## config.mk

```make
export PLATFORM = sky130hd
export DESIGN_NAME = sig_gen_ctrl
export DESIGN_NICKNAME = d
export VERILOG_FILES = /design/src/rtl/sig_gen_ctrl_pkg.sv /design/src/rtl/key_debounce.sv /design/src/rtl/sig_gen_ctrl.sv
export SDC_FILE = /design/constraint.sdc
export NUM_CORES = 1
export LEC_CHECK = 0
export BUFFER_PORTS_ARGS = -buffer_cell sky130_fd_sc_hd__buf_4
export CORE_MARGIN = 2
export CORE_UTILIZATION = 55
export DETAILED_ROUTE_END_ITERATION = 10
export GPL_TIMING_DRIVEN = 0
export PLACE_DENSITY = 0.78
export SLEW_MARGIN = 10
export SYNTH_ARGS = -nofsm -noshare
export SYNTH_HDL_FRONTEND = slang
export SYNTH_SLANG_ARGS = --single-unit
```

## constraint.sdc

```tcl
create_clock -name clk_50M -period 2.2 [get_ports clk_50M]
set_input_delay 0.11 -clock clk_50M [delete_from_list [all_inputs] [get_ports clk_50M]]
set_output_delay 0.11 -clock clk_50M [all_outputs]
set_load 0.02 [all_outputs]
```

## src/rtl/sig_gen_ctrl_pkg.sv

```systemverilog
// Shared types and constants for the signal-generator front-panel controller.
// Build option SIG_GEN_CTRL_DEBOUNCE_EN selects the counter debouncer in key_debounce.
package sig_gen_ctrl_pkg;

    typedef enum logic [2:0] {
        EDIT_SIG   = 3'd0,
        EDIT_AMP   = 3'd1,
        EDIT_FRE   = 3'd2,
        EDIT_PHASE = 3'd3,
        START      = 3'd4,
        RUN        = 3'd5
    } ctrl_state_e;

    localparam logic [1:0] FIELD_SIG   = 2'd0;
    localparam logic [1:0] FIELD_AMP   = 2'd1;
    localparam logic [1:0] FIELD_FRE   = 2'd2;
    localparam logic [1:0] FIELD_PHASE = 2'd3;

    localparam logic [1:0] SIG_RST   = 2'd0;
    localparam logic [1:0] AMP_RST   = 2'd0;
    localparam logic [1:0] FRE_RST   = 2'd0;
    localparam logic [1:0] PHASE_RST = 2'd0;

    function automatic logic [1:0] next_field(input logic [1:0] field);
        return field + 2'd1;
    endfunction

    function automatic ctrl_state_e edit_state(input logic [1:0] field);
        ctrl_state_e st;
        case (field)
            FIELD_SIG:   st = EDIT_SIG;
            FIELD_AMP:   st = EDIT_AMP;
            FIELD_FRE:   st = EDIT_FRE;
            FIELD_PHASE: st = EDIT_PHASE;
            default:     st = EDIT_SIG;
        endcase
        return st;
    endfunction

endpackage

```

## src/rtl/key_debounce.sv

```systemverilog
// Active-low key conditioner: 2-FF synchronizer, optional counter debouncer
// (SIG_GEN_CTRL_DEBOUNCE_EN) and a single-cycle registered press pulse.
module key_debounce #(
    parameter int DEBOUNCE_CYCLES = 1_000_000
) (
    input  logic clk,
    input  logic rst_n,
    input  logic key_n,
    output logic press
);

    logic       sync1_r;
    logic       sync2_r;
    logic [1:0] fill_r;
    logic       level_s;
    logic       level_d_r;
    logic       press_r;

    // Synchronizer plus a fill marker: sync2_r carries a real sample once fill_r[1] is set.
    always_ff @(posedge clk) begin
        if (!rst_n) begin
            sync1_r <= 1'b1;
            sync2_r <= 1'b1;
            fill_r  <= 2'b00;
        end else begin
            sync1_r <= key_n;
            sync2_r <= sync1_r;
            fill_r  <= {fill_r[0], 1'b1};
        end
    end

`ifdef SIG_GEN_CTRL_DEBOUNCE_EN
    localparam int CNT_W = $clog2(DEBOUNCE_CYCLES);
    localparam logic [CNT_W-1:0] CNT_MAX = CNT_W'(DEBOUNCE_CYCLES - 1);

    logic [CNT_W-1:0] cnt_r;
    logic             level_r;

    // Accepted level starts "pressed" so a key held through reset never yields a press.
    always_ff @(posedge clk) begin
        if (!rst_n) begin
            cnt_r   <= '0;
            level_r <= 1'b0;
        end else if (fill_r[1] && (sync2_r != level_r)) begin
            if (cnt_r == CNT_MAX) begin
                cnt_r   <= '0;
                level_r <= sync2_r;
            end else begin
                cnt_r   <= cnt_r + CNT_W'(1);
                level_r <= level_r;
            end
        end else begin
            cnt_r   <= '0;
            level_r <= level_r;
        end
    end

    assign level_s = level_r;
`else
    assign level_s = fill_r[1] ? sync2_r : 1'b0;
`endif

    // Falling-edge detect on the accepted level, registered.
    always_ff @(posedge clk) begin
        if (!rst_n) begin
            level_d_r <= 1'b0;
            press_r   <= 1'b0;
        end else begin
            level_d_r <= level_s;
            press_r   <= level_d_r & ~level_s;
        end
    end

    assign press = press_r;

endmodule

```

## src/rtl/sig_gen_ctrl.sv

```systemverilog
// Front-panel controller: three conditioned keys drive the edit/run FSM and the
// four 2-bit generator settings. Build option: SIG_GEN_CTRL_DEBOUNCE_EN.
module sig_gen_ctrl
    import sig_gen_ctrl_pkg::*;
#(
    parameter int DEBOUNCE_CYCLES = 1_000_000
) (
    input  logic       clk_50M,
    input  logic       rst_n,
    input  logic       key_mode,
    input  logic       key_inc,
    input  logic       key_ok,
    output logic [1:0] cnt_sig,
    output logic [1:0] cnt_amp,
    output logic [1:0] cnt_fre,
    output logic [1:0] cnt_phase,
    output logic       confirm,
    output logic [1:0] cur_field,
    output logic       running
);

    logic        mode_ev_s;
    logic        inc_ev_s;
    logic        ok_ev_s;
    ctrl_state_e state_r;
    logic [1:0]  cnt_sig_r;
    logic [1:0]  cnt_amp_r;
    logic [1:0]  cnt_fre_r;
    logic [1:0]  cnt_phase_r;
    logic        confirm_r;
    logic        running_r;
    logic [1:0]  cur_field_r;

    key_debounce #(.DEBOUNCE_CYCLES(DEBOUNCE_CYCLES)) u_key_mode (
        .clk   (clk_50M),
        .rst_n (rst_n),
        .key_n (key_mode),
        .press (mode_ev_s)
    );

    key_debounce #(.DEBOUNCE_CYCLES(DEBOUNCE_CYCLES)) u_key_inc (
        .clk   (clk_50M),
        .rst_n (rst_n),
        .key_n (key_inc),
        .press (inc_ev_s)
    );

    key_debounce #(.DEBOUNCE_CYCLES(DEBOUNCE_CYCLES)) u_key_ok (
        .clk   (clk_50M),
        .rst_n (rst_n),
        .key_n (key_ok),
        .press (ok_ev_s)
    );

    // Edit/run FSM with settings; ok beats mode beats inc, losers are dropped.
    always_ff @(posedge clk_50M) begin
        if (!rst_n) begin
            state_r     <= EDIT_SIG;
            cnt_sig_r   <= SIG_RST;
            cnt_amp_r   <= AMP_RST;
            cnt_fre_r   <= FRE_RST;
            cnt_phase_r <= PHASE_RST;
            confirm_r   <= 1'b0;
            running_r   <= 1'b0;
            cur_field_r <= FIELD_SIG;
        end else begin
            case (state_r)
                EDIT_SIG, EDIT_AMP, EDIT_FRE, EDIT_PHASE: begin
                    if (ok_ev_s) begin
                        state_r <= START;
                    end else if (mode_ev_s) begin
                        state_r     <= edit_state(next_field(cur_field_r));
                        cur_field_r <= next_field(cur_field_r);
                    end else if (inc_ev_s) begin
                        case (cur_field_r)
                            FIELD_SIG:   cnt_sig_r   <= cnt_sig_r + 2'd1;
                            FIELD_AMP:   cnt_amp_r   <= cnt_amp_r + 2'd1;
                            FIELD_FRE:   cnt_fre_r   <= cnt_fre_r + 2'd1;
                            FIELD_PHASE: cnt_phase_r <= cnt_phase_r + 2'd1;
                            default:     cnt_sig_r   <= cnt_sig_r;
                        endcase
                    end else begin
                        state_r <= state_r;
                    end
                end
                // One guaranteed low cycle of confirm after any edit.
                START: begin
                    state_r   <= RUN;
                    confirm_r <= 1'b1;
                    running_r <= 1'b1;
                end
                RUN: begin
                    if (ok_ev_s) begin
                        state_r     <= EDIT_SIG;
                        cur_field_r <= FIELD_SIG;
                        confirm_r   <= 1'b0;
                        running_r   <= 1'b0;
                    end else begin
                        state_r <= RUN;
                    end
                end
                default: begin
                    state_r     <= EDIT_SIG;
                    cur_field_r <= FIELD_SIG;
                    confirm_r   <= 1'b0;
                    running_r   <= 1'b0;
                end
            endcase
        end
    end

    assign cnt_sig   = cnt_sig_r;
    assign cnt_amp   = cnt_amp_r;
    assign cnt_fre   = cnt_fre_r;
    assign cnt_phase = cnt_phase_r;
    assign confirm   = confirm_r;
    assign running   = running_r;
    assign cur_field = cur_field_r;

endmodule

```

After elaboration in Yosys (flattened, before gate mapping)
Cells that the tools add are included.
{"block": "totals", "regBits": 32, "output_inout_bits": 12}
{"block": "classes", "add_sub_neg": 5, "eq_ne": 15, "mux": 17, "bitwise_logic": 10, "reduce_logical": 10}
{"op": "5-bit AND reduction", "n": 4}
{"op": "3-bit case mux with 4 select lines", "n": 1}
{"op": "2-bit by 1-bit adder with 2-bit output, second input constant", "n": 5}
{"op": "3-bit 2-to-1 mux", "n": 3}
{"op": "3-bit case mux with 3 select lines", "n": 1}
{"op": "2-bit == test, second input constant", "n": 4}
{"op": "1-bit 2-to-1 mux", "n": 7}
{"op": "1-bit NOT", "n": 7}
{"op": "3-bit by 2-bit == test with 1-bit output, second input constant", "n": 2}
{"op": "3-bit == test, second input constant", "n": 2}
{"op": "2-bit 2-to-1 mux", "n": 3}
{"op": "2-bit case mux with 3 select lines", "n": 1}
{"op": "2-bit by 1-bit == test with 1-bit output, second input constant", "n": 2}
{"op": "2-bit zero test", "n": 2}
{"op": "2-bit by 1-bit inequality test with 1-bit output, second input constant", "n": 2}
{"op": "4-bit AND reduction", "n": 1}
{"op": "4-bit OR reduction", "n": 1}
{"op": "1-bit bitwise AND", "n": 3}
{"op": "3-bit by 1-bit == test with 1-bit output, second input constant", "n": 1}
{"op": "3-bit zero test", "n": 1}
{"op": "3-bit by 1-bit inequality test with 1-bit output, second input constant", "n": 1}
{"op": "1-bit case mux with 3 select lines", "n": 1}
{"op": "2-bit inequality test, second input constant", "n": 1}
{"op": "2-bit AND reduction", "n": 1}

Depth between registers and ports, before layout
{"block": "logic_depth", "ltp_word": 6, "ltp_mapped": 4, "depth_no_buf": 4}

By module
From an unflattened synthesis, not the netlist that was laid out.
{"block": "unflattened", "hier_cells": 117, "hier_area_um2": 1191.1}
{"mod": "sig_gen_ctrl", "instances": 1, "cells_per_inst": 81, "area_per_inst_um2": 714.4}
{"mod": "key_debounce", "instances": 3, "cells_per_inst": 12, "area_per_inst_um2": 158.9}

Worst setup path before layout
No wires, ideal clock.
{"block": "synth_timing", "path_kind": "register to register", "startpoint": "register cur_field_r[0], in the netlist cur_field[0]", "endpoint": "register state_r[1]", "setup_time_ps": 116, "arrival_ps": 1090, "setup_slack_ps": 994, "path_stages_with_launch": 5, "n_path_buf": 0, "period_less_slack_ps": 1206, "cell_sequence": "dfxtp_1 > inv_1 > ha_1 > mux2i_1 > nor2_1"}
{"block": "synth_between", "elab_chain_cells": 6}
{"element": "start: declaration", "line_no": "sig_gen_ctrl.sv:32", "source": "logic [1:0] cur_field_r;"}
{"element": "start signal: assignment", "line_no": "sig_gen_ctrl.sv:73", "source": "cur_field_r <= next_field(cur_field_r);"}
{"element": "2-bit by 1-bit adder with 2-bit output *", "line_no": "sig_gen_ctrl_pkg.sv:25", "source": "return field + 2'd1;"}
{"element": "2-bit == test (tied with other cells)", "line_no": "sig_gen_ctrl_pkg.sv:30", "source": "case (field)"}
{"element": "3-bit case mux with 4 select lines *", "line_no": "sig_gen_ctrl_pkg.sv:30"}
{"element": "3-bit 2-to-1 mux *", "line_no": "sig_gen_ctrl.sv:71", "source": "end else if (mode_ev_s) begin"}
{"element": "3-bit 2-to-1 mux *", "line_no": "sig_gen_ctrl.sv:69", "source": "if (ok_ev_s) begin"}
{"element": "3-bit case mux with 3 select lines *", "line_no": "sig_gen_ctrl.sv:67", "source": "case (state_r)"}
{"element": "end signal: assignment", "line_no": "sig_gen_ctrl.sv:72", "source": "state_r <= edit_state(next_field(cur_field_r));"}
{"element": "end signal: assignment", "line_no": "sig_gen_ctrl.sv:83", "source": "state_r <= state_r;"}
{"element": "end: declaration", "line_no": "sig_gen_ctrl.sv:25", "source": "ctrl_state_e state_r;"}
Mark *: on every way between the ends. The rest lies on a longest branch, timed or not. The select of a mux whose other input is x is not followed.
A chain may end at the register's enable or synchronous reset.

==> results.sh <==
export IMPL_syn_inst=111
export IMPL_tritoncts="built"
export IMPL_routabilityCongestion=0.8781
export IMPL_syn_nets=120
export IMPL_final_hold_violation_count=0
export IMPL_clock_sinks=28
export IMPL_crit_start="rst_n"
export IMPL_slowest_stage="dlygate4sd3_1"
export IMPL_fin_setup_tns_ps=0
export IMPL_diodes=0
export IMPL_nNetsFinal=145
export IMPL_crit_arrival_ps=1590
export IMPL_r2r_start="state_r[2]"
export IMPL_fmax_ghz=0.7592
export IMPL_io_pins=17
export IMPL_drc_errors=0
export IMPL_synth_avg_cell_area_um2=9.784
export IMPL_worst_pin_slew_ps=467.4
export IMPL_die_area_um2=2346
export IMPL_cp_cell_sequence="dlygate4sd3_1, buf_4, clkbuf_1, o21ai_0, o22ai_1"
export IMPL_vias=818
export IMPL_slew_violations=0
export IMPL_ctsResizeCount=0
export IMPL_ys_seq_elements=28
export IMPL_min_period_ps=1317
export IMPL_vias_per_cell=5.049
export IMPL_grt_pass1_wl_um=3056
export IMPL_core_area_um2=1902
export IMPL_rows=16
export IMPL_min_period_over_period=0.5987
export IMPL_cts_buffer_depth=2
export IMPL_initial_core_util=0.5711
export IMPL_slew_limit_headroom=0.6871
export IMPL_port_buffers=16
export IMPL_fin_cells=162
export IMPL_cts_hold_buf=4
export IMPL_grt_antenna_before_repair=0
export IMPL_grt_setup_unrepaired="no"
export IMPL_h_tree_depth=1
export IMPL_drtIter0Drc=2
export IMPL_synth_cell_area_um2=1086
export IMPL_ys_warn_count=0
export IMPL_hold_path_class="flop to flop"
export IMPL_cpPeakStageDelay_ps=530
export IMPL_finalSetupViolCount=0
export IMPL_die_h_um=48.44
export IMPL_grt_max_degree=17
export IMPL_cts_root_buffer="clkbuf_4"
export IMPL_grt_pass1_vias=717
export IMPL_ant_nets=0
export IMPL_gr_total_overflow=0
export IMPL_drive_gt1_frac=0.1778
export IMPL_max_vdd_ir_drop_v=0.0004562
export IMPL_final_common_cell="dfxtp_1"
export IMPL_finClkSkew_ps=5.636
export IMPL_final_core_util=0.7007
export IMPL_outcome="finished, final reports clean"
export IMPL_critPathBufInv=3
export IMPL_place_inst=154
export IMPL_clock_latency_ps=340
export IMPL_grt_usage=0.1724
export IMPL_drv_cap=0
export IMPL_start_kind="input port"
export IMPL_hp_start="u_key_inc.sync2_r"
export IMPL_crit_type="input port to flop"
export IMPL_wl_um=1836
export IMPL_clk_pin_slew_ps=150
export IMPL_powerDensity_nw_per_um2=696.8
export IMPL_cp_required_ps=2480
export IMPL_ys_seq_area_frac=0.5161
export IMPL_drt_pre_antenna_iters=6
export IMPL_routedWlPerCell_um=11.33
export IMPL_hpwl_um=1310
export IMPL_post_cts_buffers=0
export IMPL_endpoint_kind="flop"
export IMPL_critical_path_top_delay_family="buffers and inverters"
export IMPL_die_w_um=48.44
export IMPL_crit_path_max_fanout=10
export IMPL_cts_inserted_buffers=3
export IMPL_layout_common_cells="28 x dfxtp_1, 19 x nand2_1, 18 x buf_4"
export IMPL_cellLeakagePower_nw=0.6008
export IMPL_synth_distinct_cells=22
export IMPL_area_growth_synth_to_final_pct=22.70
==> cell families after synthesis <==
group | synth area share
flops | 0.5161
compound gates | 0.06336
fa+ha+maj | 0.04608
simple gates | 0.2604
buf+inv | 0.03110
mux | 0.08295
==> where the power goes <==
| part | total [mW] | internal (mW) | switching (mW) | leakage, nW |
|---|---|---|---|---|
| combinational | 0.0561 | 0.0291 | 0.0270 | 0.344 |
| sequential | 0.531 | 0.521 | 0.00943 | 0.229 |
| clock | 0.342 | 0.185 | 0.157 | 0.0279 |
==> synth_stat cells (all sizes together) <==
cell type	number	area [µm²]
a21oi	5	25.02
o22ai	2	12.51
a21boi	1	7.510
nand3	5	25.02
inv	3	11.26
and3	3	18.77
nor3b	1	7.510
buf	2	15.01
nand2	19	71.32
nand2b	11	68.82
ha	4	50.05
o21ai	3	15.01
nor2	3	11.26
or2b	3	22.52
or3b	1	8.760
nor4b	1	23.77
nor2b	3	18.77
dfxtp	28	560.5
mux2i	9	90.09
clkbuf	2	7.510
and2	1	6.260
a211o	1	8.760
==> worst paths after layout <==
check / endpoint / slack [ps] / cells past startpoint
worst min-delay path: u_key_inc.press / 420 / 1
worst max-delay path: cur_field[0] / 880 / 5
worst min register to register: u_key_inc.press / 420 / 1
worst max register to register: cnt_fre[1] / 900 / 3
==> sequential cells by signal, indices dropped and copies added, names as in the netlist <==
signal                count
u_key_inc.sync1_r         1
cnt_phase                 2
u_key_ok.fill_r           1
cur_field                 2
u_key_ok.press            1
u_key_mode.level_d_r      1
cnt_fre                   2
u_key_inc.sync2_r         1
u_key_mode.fill_r         1
u_key_mode.sync2_r        1
u_key_mode.sync1_r        1
state_r                   3
cnt_amp                   2
u_key_inc.level_d_r       1
u_key_mode.press          1
u_key_inc.press           1
cnt_sig                   2
running                   1
u_key_ok.sync1_r          1
u_key_ok.sync2_r          1
u_key_ok.level_d_r        1
==> per-stage QoR <==
stage | hold slack (ps) | worst slack [ps] | cell area, µm² | total power, mW
2_1_floorplan | 137.7 | 994.4 | 1086 | 0.5726
3_5_place_dp | 292.0 | 921.5 | 1240 | 0.5927
3_3_place_gp | 289.1 | 919.8 | 1240 | 0.5901
6_report | 419.9 | 882.8 | 1333 | 0.9285
4_1_cts | 427.6 | 855.6 | 1333 | 0.9361
5_1_grt | 436.4 | 699.6 | 1333 | 0.9585
==> routing by layer <==
layer  vias up  share of wire  global-route usage
met2        13           0.48              0.2986
met4         0          0.026              0.1143
li1        414              -                   -
met5         -              0                   0
met3         5          0.033             0.03086
met1       386           0.46              0.1940
==> cell type report <==
type                    count  area [µm²]
multi-input cells          76       491.7
flip-flops and latches     28       560.5
clock buffers               3       22.52
fillers                   151       569.3
clock inverters             1       30.03
inverters                   3       11.26
plain buffers               4       22.52
repair buffers             20       160.2
well taps                  27       33.78
(Power assumes the default switching activity.)
